==> src/rtl/mem_port_arbiter_pkg.sv <==
// rtl/mem_port_arbiter_pkg.sv - shared encodings and default widths for mem_port_arbiter
package mem_port_arbiter_pkg;

  localparam int DEF_ADDR_W      = 32;
  localparam int DEF_DATA_W      = 32;
  localparam int DEF_RAM_LATENCY = 1;
  // Wide enough to hold RAM_LATENCY-1 for the full 1..7 latency range
  localparam int CNT_W           = 3;

  typedef enum logic [1:0] {
    IDLE   = 2'd0,
    ACCESS = 2'd1,
    WAIT   = 2'd2,
    RESP   = 2'd3
  } state_e;

  typedef enum logic {
    FETCH = 1'b0,
    DATA  = 1'b1
  } grant_e;

endpackage

==> src/rtl/mem_port_arbiter.sv <==
// rtl/mem_port_arbiter.sv - shares one single-ported RAM between CPU fetch and MEM stages
module mem_port_arbiter
  import mem_port_arbiter_pkg::*;
#(
  parameter int ADDR_W      = DEF_ADDR_W,
  parameter int DATA_W      = DEF_DATA_W,
  parameter int RAM_LATENCY = DEF_RAM_LATENCY
) (
  input  logic                clk,
  input  logic                rst,
  input  logic                i_req,
  input  logic [ADDR_W-1:0]   i_addr,
  output logic [DATA_W-1:0]   i_rdata,
  output logic                i_ack,
  input  logic                d_req,
  input  logic                d_we,
  input  logic [DATA_W/8-1:0] d_sel,
  input  logic [ADDR_W-1:0]   d_addr,
  input  logic [DATA_W-1:0]   d_wdata,
  output logic [DATA_W-1:0]   d_rdata,
  output logic                d_ack,
  output logic                ram_ce,
  output logic                ram_we,
  output logic [DATA_W/8-1:0] ram_sel,
  output logic [ADDR_W-3:0]   ram_addr,
  output logic [DATA_W-1:0]   ram_wdata,
  input  logic [DATA_W-1:0]   ram_rdata,
  output logic                stall_req
);

  localparam int SEL_W = DATA_W / 8;
  localparam logic [CNT_W-1:0] CNT_LOAD = CNT_W'(RAM_LATENCY - 1);

  state_e            state_q, state_d;
  grant_e            last_grant_q, last_grant_d;
  grant_e            winner_q, winner_d;
  grant_e            grant_who;
  logic              grant_go;
  logic [ADDR_W-3:0] addr_q, addr_d;
  logic              we_q, we_d;
  logic [SEL_W-1:0]  sel_q, sel_d;
  logic [DATA_W-1:0] wdata_q, wdata_d;
  logic [DATA_W-1:0] i_rdata_q, i_rdata_d;
  logic [DATA_W-1:0] d_rdata_q, d_rdata_d;
  logic [CNT_W-1:0]  cnt_q, cnt_d;
  logic              fetch_ack, data_ack;
  logic              unused_addr_lsb;

  assign unused_addr_lsb = ^{i_addr[1:0], d_addr[1:0]};

  // Ack is withheld if the requester dropped req while its access was in flight
  assign fetch_ack = (state_q == RESP) && (winner_q == FETCH) && i_req;
  assign data_ack  = (state_q == RESP) && (winner_q == DATA)  && d_req;

  always_ff @(posedge clk) begin
    if (!rst) begin
      state_q      <= IDLE;
      last_grant_q <= FETCH;
      winner_q     <= FETCH;
      addr_q       <= '0;
      we_q         <= 1'b0;
      sel_q        <= '0;
      wdata_q      <= '0;
      i_rdata_q    <= '0;
      d_rdata_q    <= '0;
      cnt_q        <= '0;
    end else begin
      state_q      <= state_d;
      last_grant_q <= last_grant_d;
      winner_q     <= winner_d;
      addr_q       <= addr_d;
      we_q         <= we_d;
      sel_q        <= sel_d;
      wdata_q      <= wdata_d;
      i_rdata_q    <= i_rdata_d;
      d_rdata_q    <= d_rdata_d;
      cnt_q        <= cnt_d;
    end
  end

  always_comb begin
    state_d      = state_q;
    last_grant_d = last_grant_q;
    winner_d     = winner_q;
    addr_d       = addr_q;
    we_d         = we_q;
    sel_d        = sel_q;
    wdata_d      = wdata_q;
    i_rdata_d    = i_rdata_q;
    d_rdata_d    = d_rdata_q;
    cnt_d        = cnt_q;
    grant_go     = 1'b0;
    grant_who    = FETCH;

    case (state_q)
      IDLE: begin
        if (i_req || d_req) begin
          grant_go = 1'b1;
          // Data normally wins; fetch takes its turn right after a data grant
          if (last_grant_q == DATA && i_req) grant_who = FETCH;
          else if (d_req)                    grant_who = DATA;
          else                               grant_who = FETCH;
        end
      end
      ACCESS: begin
        cnt_d   = CNT_LOAD;
        state_d = WAIT;
      end
      WAIT: begin
        if (cnt_q == '0) begin
          state_d = RESP;
          if (winner_q == FETCH) i_rdata_d = ram_rdata;
          else if (!we_q)        d_rdata_d = ram_rdata;
        end else begin
          cnt_d = cnt_q - CNT_W'(1);
        end
      end
      RESP: begin
        state_d = IDLE;
        if (data_ack && i_req) begin
          grant_go  = 1'b1;
          grant_who = FETCH;
        end else if (fetch_ack && d_req) begin
          grant_go  = 1'b1;
          grant_who = DATA;
        end
      end
      default: state_d = IDLE;
    endcase

    if (grant_go) begin
      state_d      = ACCESS;
      winner_d     = grant_who;
      last_grant_d = grant_who;
      if (grant_who == DATA) begin
        addr_d  = d_addr[ADDR_W-1:2];
        we_d    = d_we;
        sel_d   = d_sel;
        wdata_d = d_wdata;
      end else begin
        addr_d  = i_addr[ADDR_W-1:2];
        we_d    = 1'b0;
        sel_d   = '1;
        wdata_d = '0;
      end
    end
  end

  assign ram_ce    = (state_q == ACCESS);
  assign ram_we    = ram_ce & we_q;
  assign ram_sel   = ram_ce ? sel_q   : '0;
  assign ram_addr  = ram_ce ? addr_q  : '0;
  assign ram_wdata = ram_ce ? wdata_q : '0;

  assign i_rdata   = i_rdata_q;
  assign d_rdata   = d_rdata_q;
  assign i_ack     = fetch_ack;
  assign d_ack     = data_ack;
  assign stall_req = (i_req & ~i_ack) | (d_req & ~d_ack);

endmodule

==> config.mk <==
export PLATFORM = sky130hd
export DESIGN_NAME = mem_port_arbiter
export DESIGN_NICKNAME = d
export VERILOG_FILES = /design/src/rtl/mem_port_arbiter_pkg.sv /design/src/rtl/mem_port_arbiter.sv
export SDC_FILE = /design/constraint.sdc
export NUM_CORES = 1
export LEC_CHECK = 0
export CAP_MARGIN = 30
export CORE_MARGIN = 5
export CORE_UTILIZATION = 25
export DETAILED_ROUTE_END_ITERATION = 6
export HOLD_SLACK_MARGIN = 0.08
export PLACE_DENSITY = 0.56
export SETUP_SLACK_MARGIN = 0.15
export SYNTH_ARGS = -nofsm -noshare
export SYNTH_HDL_FRONTEND = slang
export SYNTH_SLANG_ARGS = --single-unit
==> constraint.sdc <==
create_clock -name clk -period 2 [get_ports clk]
set_input_delay 0.4 -clock clk [delete_from_list [all_inputs] [get_ports clk]]
set_output_delay 0.4 -clock clk [all_outputs]
set_load 0.005 [all_outputs]
; ---- Yosys cells after proc, flatten, opt, wreduce, memory -nomap -nowiden
; Cells that the tools add are included.
[word_totals]
reg_bits = 137
inputBits = 137
word_cells = 66
[op_classes]
addsub = 1
eq_ne = 6
mux = 21
n_bitwise = 9
reduce_logical = 19
[op_table]
columns = operator, n
row1 = 32-bit two-way mux, 2
row2 = 30-bit two-way mux, 2
row3 = 1-bit two-way mux, 9
row4 = 4-bit two-way mux, 2
row5 = 1-bit logical AND, 7
row6 = 2-bit one-hot mux with 3 select lines, 1
row7 = 3-bit one-hot mux with 2 select lines, 1
row8 = 2-bit AND reduction, 3
row9 = 1-bit NOT, 5
row10 = 2-bit equality test (second input constant), 2
row11 = 2-bit inequality test (second input constant), 2
row12 = 1-bit one-hot mux with 2 select lines, 2
row13 = 4-bit AND reduction, 1
row14 = 4-bit nonzero test, 1
row15 = 1-bit AND, 3
row16 = 3-bit logical NOT, 1
row17 = 3-bit two-way mux, 1
row18 = 3-bit inequality test (second input constant), 1
row19 = 3-bit AND reduction, 1
row20 = 3-bit nonzero test, 1
row21 = 3-bit by 1-bit subtractor with 3-bit output (second input constant), 1
row22 = 2-bit by 1-bit equality test with 1-bit output (second input constant), 1
row23 = 2-bit logical NOT, 1
row24 = 2-bit two-way mux, 1
row25 = other kinds (4), 4

; ---- Longest topological paths before layout
[logic_depth]
ltp_word = 9
mapped_depth = 9
ltp_nobuf = 6

; ---- Worst setup path after synthesis
; Ideal clock, no wire load.
[synth_path]
path_kind = reg-to-output
start = reg state_q[1]
end = out ram_wdata[21]
arrival_ns = 1.270
t_required_ns = 1.600
slack_ns = 0.330
path_stages_with_launch = 6
cell_sequence = dfxtp_1 > inv_1 > ha_1 > clkbuf_1 > clkbuf_1 > and2_1
[synth_between]
elab_chain_cells = 2
[synth_lines]
columns = item, line
row1 = "start, declared", mem_port_arbiter.sv:34  ; state_e state_q, state_d;
row2 = "start signal, assigned", mem_port_arbiter.sv:68  ; state_q <= state_d;
row3 = 2-bit by 1-bit equality test with 1-bit output, mem_port_arbiter.sv:149  ; assign ram_ce = (state_q == ACCESS);
row4 = net ram_ce, mem_port_arbiter.sv:22  ; output logic ram_ce,
row5 = 32-bit two-way mux, mem_port_arbiter.sv:153  ; assign ram_wdata = ram_ce ? wdata_q : '0;
row6 = "end, declared", mem_port_arbiter.sv:26  ; output logic [DATA_W-1:0] ram_wdata,
; The timed path passes the listed nets, and every way through them passes these cells.

; ---- Final worst setup path
[layout_path]
start = reg state_q[1]
end = out ram_addr[25]
[layout_between]
elab_chain_cells = 2
[layout_lines]
columns = item, line
row1 = 2-bit by 1-bit equality test with 1-bit output, mem_port_arbiter.sv:149
row2 = 30-bit two-way mux, mem_port_arbiter.sv:152  ; assign ram_addr = ram_ce ? addr_q : '0;
row3 = "end, declared", mem_port_arbiter.sv:25  ; output logic [ADDR_W-3:0] ram_addr,
; Every way passes these cells.

==> results.cfg <==
[die]
start_util_pct = 25.2
die_x_microns = 161
dieArea_sq_um = 25800
num_rows = 55
fp.dieH_microns = 161
core_area_sq_um = 22500
io_pins = 272

[clock_network]
h-tree-depth = 4
cts.clk_slew.worst_paths_ps = 60
cts_sinks = 137
numCtsBuffers = 17
root_buffer = clkbuf_16
ctsLongestPathBuffers = 2
clk_latency_ps = 430
cts_tree = done

[power_and_ir_drop]
ir_drop_mv = 0.801
p_total_w = 0.0157
power_density_nw_per_um2 = 1350
p_leak_nw = 4.33

[setup_path]
critical_path_arrival_ps = 1680
max_stage_delay_ps = 370
crit_path_end_kind = primary output
start_kind = flip-flop
critPathMaxFanout = 5
slowest_stage = dfxtp_4
path_cells = inv_4, ha_4, buf_6, buf_12, clkbuf_16, and2_4, buf_6
critical_path_class = flip-flop to primary output
cpMostUsedCell = buf_6
required_ps = 1600

[final_layout]
nFillCells = 2024
drive_gt1_share_pct = 39.0
ff_latch_area_sq_um = 2750
final_net_count = 1200
multi_input_area_sq_um = 3780
area_growth_syn_to_layout_pct = 105

[sta]
fin_ws_ps = -76.4
grt_setup_unrepaired = yes
hold_slack_ps = 451
fin_crit_ps = 2080
finalMaxSlewViolations = 0
hold_violations = 0
slew_headroom_pct = 71.1
post-route-period-util_pct = 104
worstMarginPinSlew_ps = 432
fmax_ghz = 0.482
setup_viol = 52
clock_skew_ps = 15.8

[global_routing]
grt_max_degree = 49
grt-ovfl-total = 0
grt_pass1_wl_microns = 34100
grt_pass1_vias = 6082
antenna_found_initial = 0
grtUsageTotal_pct = 16.5

[synth]
ys.flop_type = dfxtp_1
syn_inst = 741
synthDistinctLibCells = 29
netlist_area_sq_um = 5680
postSynthNetCount = 885
synthArstFlopShare_pct = 0
avgSynthCellArea_sq_um = 7.66
yosys_warnings = 0
synth_edf_count = 0
seq_area_frac_synth_pct = 48.3
ys_ff_latch = 137

[run_status]
violations = negative setup slack
outcome = finished with violations

[route]
firstDrtPassIters = 4
drtIter0Drc = 288
wirelength_microns = 24600
vias = 6387
postRouteAntennaNets = 0
avgRoutedWirePerCell_microns = 18.1
viasPerCell = 4.72
drc = 0

[min_path]
min_path_type = flip-flop to flip-flop

[placed_design]
gp_congestion = 0.766
portBuffers = 267
hpwl_microns = 14100

[job]
drv_cap = 0
[registers in the layout, summed over array words and instances, names as in the netlist]
signal / cells
d_rdata: 32
i_rdata: 32
wdata_q: 32
addr_q: 30
sel_q: 4
cnt_q: 3
state_q: 2
we_q: 1
winner_q: 1
[placed cells by master (no fill, tap or decap), types with 18 or more instances in the layout]
cell	count
a21oi_2	62
nand3_2	18
dfxtp_1	134
nand2_1	166
o21ai_0	22
a21oi_1	89
buf_6	89
clkdlybuf4s50_1	195
nand2_4	25
and2_4	67
buf_12	27
clkbuf_16	28
[per-layer routing]
layer | GRT usage (%) | up-vias | part of all wire (%)
li1 | - | 3103 | -
met1 | 20.4 | 3004 | 41
met2 | 26.4 | 243 | 48
met3 | 6.52 | 37 | 8.8
met4 | 5.51 | 0 | 2.3
met5 | 0 | - | 0
[synthesized netlist by cell type, types with 3 or more instances]
| library cell | count | area, sq um |
|---|---|---|
| nand2_1 | 195 | 732 |
| clkbuf_1 | 32 | 120 |
| a21oi_1 | 164 | 821 |
| inv_1 | 4 | 15.0 |
| buf_2 | 24 | 120 |
| nand3_1 | 34 | 170 |
| and2_1 | 67 | 419 |
| nand3b_1 | 4 | 30.0 |
| and3b_1 | 3 | 26.3 |
| nor2_1 | 9 | 33.8 |
| o21ai_0 | 34 | 170 |
| ha_1 | 7 | 87.6 |
| dfxtp_1 | 137 | 2740 |
| nor3_1 | 9 | 45.0 |
[power by group]
part	internal (W)	total (W)	switching, W
sequential	0.00337	0.00375	0.000379
clock	0.00171	0.00300	0.00130
combinational	0.00465	0.00897	0.00432
[timing repair]
item	in CTS	in global routing
resized for setup	428	269
cloned	5	14
setup endpoints to repair	134	131
setup buffers	21	18
hold buffers	0	0
pin swaps	46	122
[worst max-delay path: cells and delay by family, from the launching register on]
family,cells,cell delay (ps)
buffers and inverters,5,550
AND/OR/NAND/NOR,1,140
adder cells (fa/ha/maj),1,190
flip-flops,1,370
[stage by stage]
stage | setup WS [ps] | cells | TNS [ps] | util [%] | instance area (sq um)
after global placement | -227 | 1264 | -12360 | 39.3 | 8840
after floorplan | 330 | 741 | 0 | - | 5680
after detailed placement | -253 | 1264 | -14160 | 39.3 | 8840
after CTS | -102 | 1321 | -2530 | 44.6 | 10000
final | -76.4 | 1354 | -2420 | 51.8 | 11700
after global routing | -123 | 1353 | -5420 | 51.8 | 11600
[worst paths after layout]
kind / cells after the start / from / slack (ps) / to
setup / recovery: 7 / state_q[1] / -80 / ram_addr[25]
hold / removal: 2 / d_rdata[24] / 450 / d_rdata[24]
setup reg to reg: 10 / state_q[1] / 50 / wdata_q[12]
hold reg to reg: 2 / d_rdata[24] / 450 / d_rdata[24]
[logic make-up after synthesis]
logic type,after synthesis,share of synthesized area [%]
DFF,137,48.3
AOI/OAI and AO/OA,204,18.3
and+or+nand+nor,328,26.7
adders and majority gates,7,1.54
buffers and inverters,65,5.22
[area by class of cell]
class	count	share of cell area (%)
inverters	5	0.193
clock inverters	14	1.06
clock buffers	17	3.65
flip-flops and latches	137	23.6
multi-input cells	539	32.4
repair buffers	356	36.0
diodes	1	0.0215
well taps	285	3.06
Note: power is estimated with default switching activity, not from simulation.
==> edit, RTL diff (config.mk and constraints unchanged) <==
`d_rdata_q` no longer has a reset.
--- a/src/rtl/mem_port_arbiter.sv
+++ b/src/rtl/mem_port_arbiter.sv
@@ -62,7 +62,6 @@
       sel_q        <= '0;
       wdata_q      <= '0;
       i_rdata_q    <= '0;
-      d_rdata_q    <= '0;
       cnt_q        <= '0;
     end else begin
       state_q      <= state_d;
@@ -73,9 +72,12 @@
       sel_q        <= sel_d;
       wdata_q      <= wdata_d;
       i_rdata_q    <= i_rdata_d;
-      d_rdata_q    <= d_rdata_d;
       cnt_q        <= cnt_d;
     end
+  end
+
+  always_ff @(posedge clk) begin
+    d_rdata_q <= d_rdata_d;
   end
 
   always_comb begin
Behaviour: differs if rst is asserted again (counterexample within 4 cycles, from zero or initial values and one cycle with rst low); with rst held inactive, the same outputs for 4 cycles.
==> edit against the original RTL <==
  * The run still ends with setup timing left
  * Setup slack lost 0.067 ns
  * Clock skew is 0.0084 ns lower
  * Wire length shrank 12%
  * Die area shrank 2.1%
  * Total power shrank 13%
  * Global-route usage down 1.3 points
  * Maximum frequency is 3.1% lower
  * Final area shrank 11%
  * Sequential cell count did not move
  * Area after synthesis decreased by 2.2%
  * Critical path depth unchanged
  * Highest routed layer is now met5
==> edit: results (changes against the original RTL) <==
[detailed_routing]
dr.pass1.iters=4  ; unchanged
initialDrtViolationCount=140  ; -51%
wl_per_cell_um=17.51  ; -3.5%
vias=5605  ; -12%

[outcome]
violations=setup timing
status=finished, violations left

[worst_setup_path]
rr_endpoint=d_rdata[5]
timing.rr.start=state_q[0]
reg2reg_slack_ns=0.09  ; +0.04 ns

[placed_design]
dp_hpwl_mm=13.45  ; -4.5%
placed_area_mm2=0.008677  ; -1.9%
place_inst=1153  ; -8.8%
place_congestion=0.7767  ; +1.4%

[sta]
fin_skew_ns=0.007417  ; -0.008376 ns
slew_headroom=0.7656  ; +0.05439
setup_violations=54  ; +3.8%
holdWs_ns=0.4468  ; -0.004461 ns
layout_setup_ws_ns=-0.1429  ; -0.06657 ns

[grt]
gr-usage-all-layers=0.1520  ; -0.01320
grt_max_degree=54  ; +10%
antenna_found_initial=1  ; +1
grt_pass1_vias=5424  ; -11%
grt_pass1_wl_mm=31.10  ; -8.9%

[cells_and_area]
layout.cells.non_filler=1230  ; -9.2%
fillers=2115  ; +4.5%
final_nets=1081  ; -9.9%
final_layout_size_suffix_gt1_frac=0.2653  ; -0.1242
n_antenna_cell=0  ; -1

[yosys]
yosys-top-cells-count=133 x nand2_1, 131 x a21oi_1, 105 x dfxtp_1
post_synth_num_cell_types=30  ; +3.4%
synth_edf_count=32  ; +32
syn_nets=779  ; -12%
synth_top_area_share=0.3788  ; -0.1044
synthTopCellsByArea=dfxtp_1 38%, edfxtp_1 17%, a21oi_1 12%, nand2_1 9.0%, and2_1 7.6%
synthCells=635  ; -14%

[clock_tree]
htree_levels=4  ; unchanged
clock_path_buffers=2  ; unchanged

[min_path]
min_to=wdata_q[20]
hp-start=wdata_q[20]

[pwr]
vdd.ir_drop.worst_uv=819.4  ; +2.3%
leakagePower_nw=3.929  ; -9.2%

-- edit: cell types whose count changed after synthesis, sizes merged, moves of 2 or more --
cell    before  now
nand2      195  133
a21oi      165  132
dfxtp      137  105
edfxtp       0   32
clkbuf      32   25
nand3b       4    2
o21ai       35   33
-- edit: timing repair --
| item | CTS | global route |
|---|---|---|
| hold buffers | 0 | 0 |
| setup endpoints to repair | 94 | 206 |
| resized for setup | 230 | 210 |
| pin swaps | 6 | 58 |
| setup buffers | 12 | 17 |
| gates cloned | 5 | 11 |
-- edit: power by group --
part           internal, mW  switching [mW]
clock network          1.89            1.40
logic                  3.54            3.12
registers              3.47           0.309
-- edit: worst max-delay path: stages, from the launching register on --
cell and delay, ns:
dfxtp_4 0.37, ha_4 0.21, buf_12 0.14, buf_16 0.13, buf_8 0.12, buf_8 0.11
and2_4 0.14, buf_6 0.12
-- edit: layout make-up --
class                   instances  area [µm²]  share of cell area
multi-input cells             441        2495              0.2412
well taps                     280       350.3             0.03387
clock buffers                  17       425.4             0.04113
clock inverters                15       182.7             0.01766
repair buffers                335        3800              0.3674
flip-flops and latches        137        3068              0.2966
inverters                       5       21.27            0.002057
-- edit: cells by family after synthesis --
family                     after synthesis  synth area share
AOI/OAI and AO/OA                      170            0.1578
adders and majority gates                7           0.01578
buffers and inverters                   57           0.04780
DFF                                    137            0.5520
muxes                                    1          0.001804
and+or+nand+nor                        263            0.2248
-- edit: worst max path at each step --
| stage | start | endpoint |
|---|---|---|
| finish | state_q[0] | ram_wdata[0] |
| global route | state_q[1] | ram_wdata[0] |
| CTS | state_q[1] | ram_addr[2] |
| detailed placement | d_req | stall_req |
| global placement | d_req | stall_req |
| floorplan | state_q[0] | d_rdata[0] |
-- edit: metal layers --
layer	part of all wire	vias to the layer above	wire length, µm	track usage
li1	-	2750	-	-
met1	0.42	2621	9002	0.1892
met2	0.49	212	10450	0.2490
met3	0.084	20	1815	0.06265
met4	0.012	2	252	0.03141
met5	0.00051	-	11	0
-- edit: through the flow --
stage | setup WS [ns] | TNS [ns] | utilization | power, mW
after floorplan | -0.1036 | -3.314 | - | 6.185
after global placement | -0.1165 | -4.173 | 0.3976 | 8.298
after detailed placement | -0.1255 | -5.327 | 0.3976 | 8.303
after CTS | -0.3077 | -4.883 | 0.4373 | 12.43
after global routing | -0.2200 | -5.736 | 0.4739 | 14.52
final | -0.1429 | -1.648 | 0.4739 | 13.73
